## src/rtl/serial_subtractor.sv

```systemverilog
// Bit-serial unsigned subtractor: D = A - B, one bit per clock LSB first,
// through a single full-subtractor cell with a registered borrow.
module serial_subtractor #(
  parameter int N = 8
) (
  input  logic         clk,
  input  logic         reset,
  input  logic         start,
  input  logic [N-1:0] A,
  input  logic [N-1:0] B,
  output logic         busy,
  output logic         done,
  output logic [N-1:0] D,
  output logic         Bout
);

  localparam int CW = (N > 2) ? $clog2(N) : 1;

  typedef enum logic [1:0] {IDLE, RUN, DONE} state_t;

  state_t        state;
  logic [N-1:0]  sa;
  logic [N-1:0]  sb;
  logic [N-1:0]  res;
  logic          borrow;
  logic [CW-1:0] cnt;
  logic          d_bit;
  logic          b_next;

  // One full-subtractor cell: returns {borrow_out, difference}.
  function automatic logic [1:0] fsub(input logic a, input logic b, input logic bin);
    logic d;
    logic bo;
    d  = a ^ b ^ bin;
    bo = (~a & b) | (~(a ^ b) & bin);
    return {bo, d};
  endfunction

  assign {b_next, d_bit} = fsub(sa[0], sb[0], borrow);

  always_ff @(posedge clk or posedge reset) begin
    if (reset) begin
      state  <= IDLE;
      sa     <= '0;
      sb     <= '0;
      res    <= '0;
      borrow <= 1'b0;
      cnt    <= '0;
      busy   <= 1'b0;
      done   <= 1'b0;
      D      <= '0;
      Bout   <= 1'b0;
    end else begin
      case (state)
        IDLE: begin
          done <= 1'b0;
          if (start) begin
            sa     <= A;
            sb     <= B;
            borrow <= 1'b0;
            cnt    <= '0;
            busy   <= 1'b1;
            state  <= RUN;
          end
        end
        RUN: begin
          // Result register fills from the MSB so bit 0 ends at res[0].
          sa     <= sa >> 1;
          sb     <= sb >> 1;
          res    <= {d_bit, res[N-1:1]};
          borrow <= b_next;
          cnt    <= cnt + CW'(1);
          if (cnt == CW'(N - 1)) begin
            D     <= {d_bit, res[N-1:1]};
            Bout  <= b_next;
            busy  <= 1'b0;
            done  <= 1'b1;
            state <= DONE;
          end
        end
        DONE: begin
          done  <= 1'b0;
          state <= IDLE;
        end
        default: begin
          busy  <= 1'b0;
          done  <= 1'b0;
          state <= IDLE;
        end
      endcase
    end
  end

endmodule

```

## config.mk

```make
export PLATFORM = sky130hd
export DESIGN_NAME = serial_subtractor
export DESIGN_NICKNAME = d
export VERILOG_FILES = /design/src/rtl/serial_subtractor.sv
export SDC_FILE = /design/constraint.sdc
export NUM_CORES = 1
export LEC_CHECK = 0
export CORE_UTILIZATION = 35
export DETAILED_ROUTE_END_ITERATION = 12
export GPL_ROUTABILITY_DRIVEN = 0
export PLACE_DENSITY = 0.57
export SLEW_MARGIN = 0
export SYNTH_ARGS = -nofsm -noshare
export SYNTH_HDL_FRONTEND = slang
export SYNTH_SLANG_ARGS = --single-unit
```

## constraint.sdc

```tcl
create_clock -name clk -period 1.9 [get_ports clk]
set_input_delay 0.38 -clock clk [delete_from_list [all_inputs] [get_ports clk]]
set_output_delay 0.38 -clock clk [all_outputs]
set_load 0.05 [all_outputs]
```

==> results.py, run 1 <==
metrics = {
    "outcome": {
        "status": "complete, no violations",
    },
    "route": {
        "drt-pass1-iter-count": 4,
        "drt_iter0_drc": 57,
        "drtAntennaViolNets": 0,
        "routed-via-count": 1173,
        "post-route-drc-count": 0,
        "via_per_inst": 4.85,
        "routed_wl_mm": 3.05,
        "post_drt_wl_per_cell_um": 12.6,
    },
    "grt": {
        "grt_start_max_net_pins": 41,
        "overflow": 0,
        "grtUsageTotal": 0.128,
        "grt_pass1_vias": 1185,
        "grt_pass1_wl_mm": 5.34,
        "antenna_found_initial": 0,
    },
    "logic_synthesis": {
        "syn_inst": 144,
        "synth.distinct_cells": 27,
        "ys_ff_latch": 40,
        "synth_compound_area_frac": 0.157,
        "synthSimpleGateAreaFrac": 0.0829,
        "yosysSeqAreaShare": 0.548,
        "synth_fa_ha_area_frac": 0.0247,
        "synth_top_family_by_area": "compound AO/OA/AOI/OAI gates",
        "synth_xor_xnor_area_share": 0,
        "synthMuxAreaShare": 0.113,
        "syn-num-nets": 166,
        "synth_area_per_cell_sq_um": 12.7,
        "syn_area_sq_mm": 0.00183,
        "yosysWarnings": 0,
    },
    "worst_setup_path": {
        "end_kind": "output port",
        "crit_slowest_cell": "clkdlybuf4s50_1",
        "critPathMaxStageDelay_ns": 0.81,
        "start_kind": "flip-flop",
        "crit_chain": "clkdlybuf4s50_1",
        "critical_path_required_ns": 1.52,
        "cp_top_family": "buffers and inverters",
        "criticalPathCategory": "reg2out",
        "cp_num_buf_inv": 1,
        "critPathArrivalTime_ns": 1.46,
        "crit_fanout": 2,
    },
    "placement": {
        "postPlaceCellArea_sq_mm": 0.00215,
        "hpwl_mm": 2.14,
        "portBuffers": 29,
    },
    "clock_network": {
        "cts.sinks": 40,
        "cts_resized": 0,
        "clk_pin_slew_worst_paths_ns": 0.08,
        "clockRootBuffer": "clkbuf_8",
        "cts_hold_buf": 0,
        "clkLatencyLatePin_ns": 0.28,
        "cts_setup_buffers": 0,
        "cts_made_buffers": 5,
        "cts_tree": "done",
        "clk_path_buf_depth": 2,
        "cts-htree-levels": 2,
    },
    "die": {
        "start_util": 0.374,
        "die_width_um": 74.2,
        "die_area_sq_mm": 0.00551,
        "ioPinCount": 30,
        "core_area_sq_mm": 0.00488,
        "fp.dieH_um": 74.2,
        "num_rows": 25,
    },
    "worst_hold_path": {
        "worst_hold_path_type": "reg2reg",
    },
    "sta": {
        "fmax_ghz": 0.544,
        "grt_setup_unrepaired": "false",
        "drv_slew": 0,
        "period_minus_slack_ns": 1.84,
        "setup-violations-final": 0,
        "hold_viol_final": 0,
        "worstMarginPinSlew_ns": 0.497,
        "post-route-period-util": 0.968,
        "finClkSkew_ns": 0.00468,
        "max-slew-margin-rel": 0.668,
        "tns_ns": 0,
    },
    "run": {
        "cap_violations": 0,
    },
    "power": {
        "power_density_mw_per_mm2": 1740,
        "ir_worst_vdd_uv": 659,
        "leakagePower_nw": 1.02,
    },
    "final_layout": {
        "fin_nets": 197,
        "area_growth_pct": 22.0,
        "fin_area_sq_mm": 0.00223,
        "final_common_cell": "dfrtp_1",
        "num_antenna_cells": 0,
        "drive_gt1_frac": 0.240,
        "final_cell_mix": "40 x dfrtp_1, 23 x clkdlybuf4s50_1, 16 x inv_1",
    },
}
==> where the power goes <==
part / switching, mW / total, mW / leakage [nW] / internal, mW
clock network: 0.278 / 0.527 / 0.0400 / 0.248
registers: 0.264 / 1.53 / 0.480 / 1.26
logic: 0.937 / 1.83 / 0.501 / 0.895
==> cell type report <==
type                            instances  area (sq um)
Timing Repair Buffer                   34           313
Inverter                               16          60.1
Fill cell                             471          2650
Clock buffer                            5          68.8
Tap cell                               67          83.8
Sequential cell                        40          1000
Clock inverter                          2          12.5
Multi-Input combinational cell         78           689
==> registers in the layout, indices dropped and copies added (netlist names) <==
register	flops
sa	8
state	2
borrow	1
sb	8
done	1
busy	1
Bout	1
res	7
D	8
cnt	3
==> kinds of logic after synthesis <==
group,after synthesis
buffers and inverters,26
muxes,15
and+or+nand+nor,25
adders and majority gates,3
AOI/OAI and AO/OA,35
DFF,40
==> layer usage <==
layer,part of all wire,global-route usage,vias up
li1,-,-,566
met2,0.46,0.204,23
met1,0.49,0.164,579
met3,0.040,0.0420,5
met4,0.010,0.0440,0
met5,0,0,-
==> worst paths after layout <==
path / slack [ns] / cells past startpoint / start / endpoint
setup / recovery: 0.06 / 1 / D[2] / D[2]
hold / removal: 0.48 / 2 / Bout / Bout
setup reg to reg: 0.36 / 4 / cnt[0] / D[4]
hold reg to reg: 0.48 / 2 / Bout / Bout
max in group asynchronous: 1.05 / 3 / reset / state[0]
min in group asynchronous: 0.51 / 3 / reset / sb[2]
==> metrics by stage <==
step                total power, mW  hold slack, ns  setup slack, ns  cells  utilization
floorplan                      2.97           0.464            0.446    144            -
global placement               3.35           0.469            0.267    235        0.440
detailed placement             3.40           0.476            0.254    235        0.440
CTS                            3.94           0.493           0.0482    242        0.457
global route                   4.15           0.508           0.0103    242        0.457
finish                         3.88           0.484           0.0617    242        0.457
==> synthesized netlist by cell type (all sizes together) <==
master	n	share of area
o221a	4	0.025
nand3b	5	0.027
o21a	10	0.041
a32oi	10	0.048
inv	16	0.033
nand2b	1	0.0075
nor2	16	0.040
a21oi	1	0.0027
buf	10	0.042
o21ai	2	0.0055
o21bai	1	0.0041
o22ai	2	0.0068
a2bb2oi	1	0.0048
dfrtp	40	0.55
nor3b	1	0.0041
nand2	2	0.0041
a22o	4	0.019
ha	2	0.014
fa	1	0.011
mux2	15	0.11
Power figures use the tool's default switching activity.
==> run 2: changes to the inputs <==
- PLACE_DENSITY: 0.57 -> default
- PLACE_DENSITY_LB_ADDON: default -> 0.12
- clock period: 1.9 -> 1.5 ns (I/O delays scaled with it)
==> results.py, run 2 (synthesis gave the netlist of run 1 again) <==
metrics = {
    "final_layout": {
        "regArea_sq_mm": 0.00100,
        "multiInputGateArea_sq_um": 722,
        "drive_gt1_frac": 0.297,
        "num_antenna_cells": 0,
        "reg_top3": "D (8), sa (8), sb (8)",
        "fin_area_sq_mm": 0.00247,
        "fillers": 449,
        "final_common_cell": "dfrtp_1",
        "area_growth_pct": 35.5,
        "final_cell_mix": "40 x dfrtp_1, 18 x clkdlybuf4s50_1, 16 x inv_1",
        "fin_nets": 203,
        "fin_util": 0.507,
    },
    "outcome": {
        "status": "complete, no violations",
    },
    "die": {
        "fp.dieH_um": 74.2,
        "core_area_sq_mm": 0.00488,
        "start_util": 0.374,
        "die_width_um": 74.2,
        "die_area_sq_mm": 0.00551,
        "num_rows": 25,
        "ioPinCount": 30,
    },
    "placement": {
        "portBuffers": 29,
        "postPlaceCellArea_sq_mm": 0.00233,
        "hpwl_mm": 2.44,
    },
    "clock_network": {
        "cts_made_buffers": 5,
        "cts_tree": "done",
        "clk_pin_slew_worst_paths_ns": 0.08,
        "clkLatencyLatePin_ns": 0.29,
        "clockRootBuffer": "clkbuf_8",
        "cts-htree-levels": 2,
        "cts.sinks": 40,
        "cts_hold_buf": 0,
        "cts_setup_buffers": 0,
        "clk_path_buf_depth": 2,
    },
    "grt": {
        "grt_pass1_vias": 1316,
        "grt_start_max_net_pins": 41,
        "antenna_found_initial": 0,
        "overflow": 0,
        "grt_pass1_wl_mm": 6.36,
        "grtUsageTotal": 0.155,
    },
    "sta": {
        "holdWs_ns": 0.359,
        "finClkSkew_ns": 0.00452,
        "drv_slew": 0,
        "tns_ns": 0,
        "fmax_ghz": 0.685,
        "period_minus_slack_ns": 1.46,
        "setup-violations-final": 0,
        "worstMarginPinSlew_ns": 0.470,
        "hold_viol_final": 0,
        "post-route-period-util": 0.973,
        "max-slew-margin-rel": 0.687,
    },
    "power": {
        "ir_worst_vdd_uv": 828,
        "p_comb_frac": 0.500,
        "power_frac_clock": 0.150,
        "seqPwrFrac": 0.350,
        "intPower_mw": 3.67,
        "power_density_mw_per_mm2": 2320,
        "leakagePower_nw": 1.13,
        "swShare": 0.361,
        "switchingPower_mw": 2.08,
    },
    "route": {
        "routed_wl_mm": 3.64,
        "drt_iter0_drc": 89,
        "routed-via-count": 1215,
        "drtAntennaViolNets": 0,
        "post-route-drc-count": 0,
        "via_per_inst": 4.88,
        "drt-pass1-iter-count": 4,
        "post_drt_wl_per_cell_um": 14.6,
    },
    "worst_setup_path": {
        "end_kind": "flip-flop",
        "criticalPathCategory": "reg2reg",
        "crit_fanout": 6,
        "critPathArrivalTime_ns": 1.64,
        "critical_path_required_ns": 1.68,
        "start_kind": "flip-flop",
        "r2r_cells": 4,
    },
    "run": {
        "cap_violations": 0,
    },
    "worst_hold_path": {
        "worst_hold_path_type": "in2async",
    },
}
[run 2: metal layers]
metal	share of wire	GRT usage	wire length (um)	vias to the layer above
met1	0.49	0.215	1770	601
met3	0.039	0.0352	142	9
met5	0	0	0	-
met4	0.023	0.0818	83	0
met2	0.45	0.227	1650	24
li1	-	-	-	581
[run 2: path summary, 6_finish.rpt]
path,slack [ns],start,end
setup reg to reg,0.04,cnt[0],D[4]
setup / recovery,0.04,cnt[0],D[4]
hold reg to reg,0.49,sa[6],sa[6]
max in group asynchronous,0.92,reset,sb[6]
hold / removal,0.36,reset,res[1]
min in group clk,0.49,sa[6],sa[6]
[run 2: stage by stage]
stage          cells  total power [mW]  setup slack (ns)
2_1_floorplan    144              3.77            0.0458
6_report         249              5.75            0.0408
3_3_place_gp     240              4.76           -0.0874
5_1_grt          249              6.11          -0.00327
3_5_place_dp     240              4.86            -0.111
4_1_cts          249              5.76            0.0318
[run 2: critical path, stage by stage, from the launching register on]
cell and delay (ns):
dfrtp_1 0.40, ha_1 0.25, ha_4 0.20, nand3b_4 0.14
mux2_2 0.35
[run 2: what timing repair did]
action	4_1_cts	5_1_grt
endpoints found under the setup margin	2	2
cloned	1	0
gates resized for setup	1	2
[run 2: layout make-up]
type / count / share of cell area
Timing Repair Buffer: 39 / 0.202
Inverter: 16 / 0.0243
Clock buffer: 6 / 0.0293
Sequential cell: 40 / 0.404
Tap cell: 67 / 0.0339
Multi-Input combinational cell: 79 / 0.292
Clock inverter: 2 / 0.0142
[run 2: power by group through the flow]
stage                     Sequential [mW]  Clock (mW)  Combinational (mW)
final                                2.01       0.862                2.87
after detailed placement             2.03           0                2.83
after global routing                 2.10       0.933                3.08
after global placement               2.00           0                2.76
after floorplan                      2.34           0                1.43
after CTS                            2.01       0.891                2.86
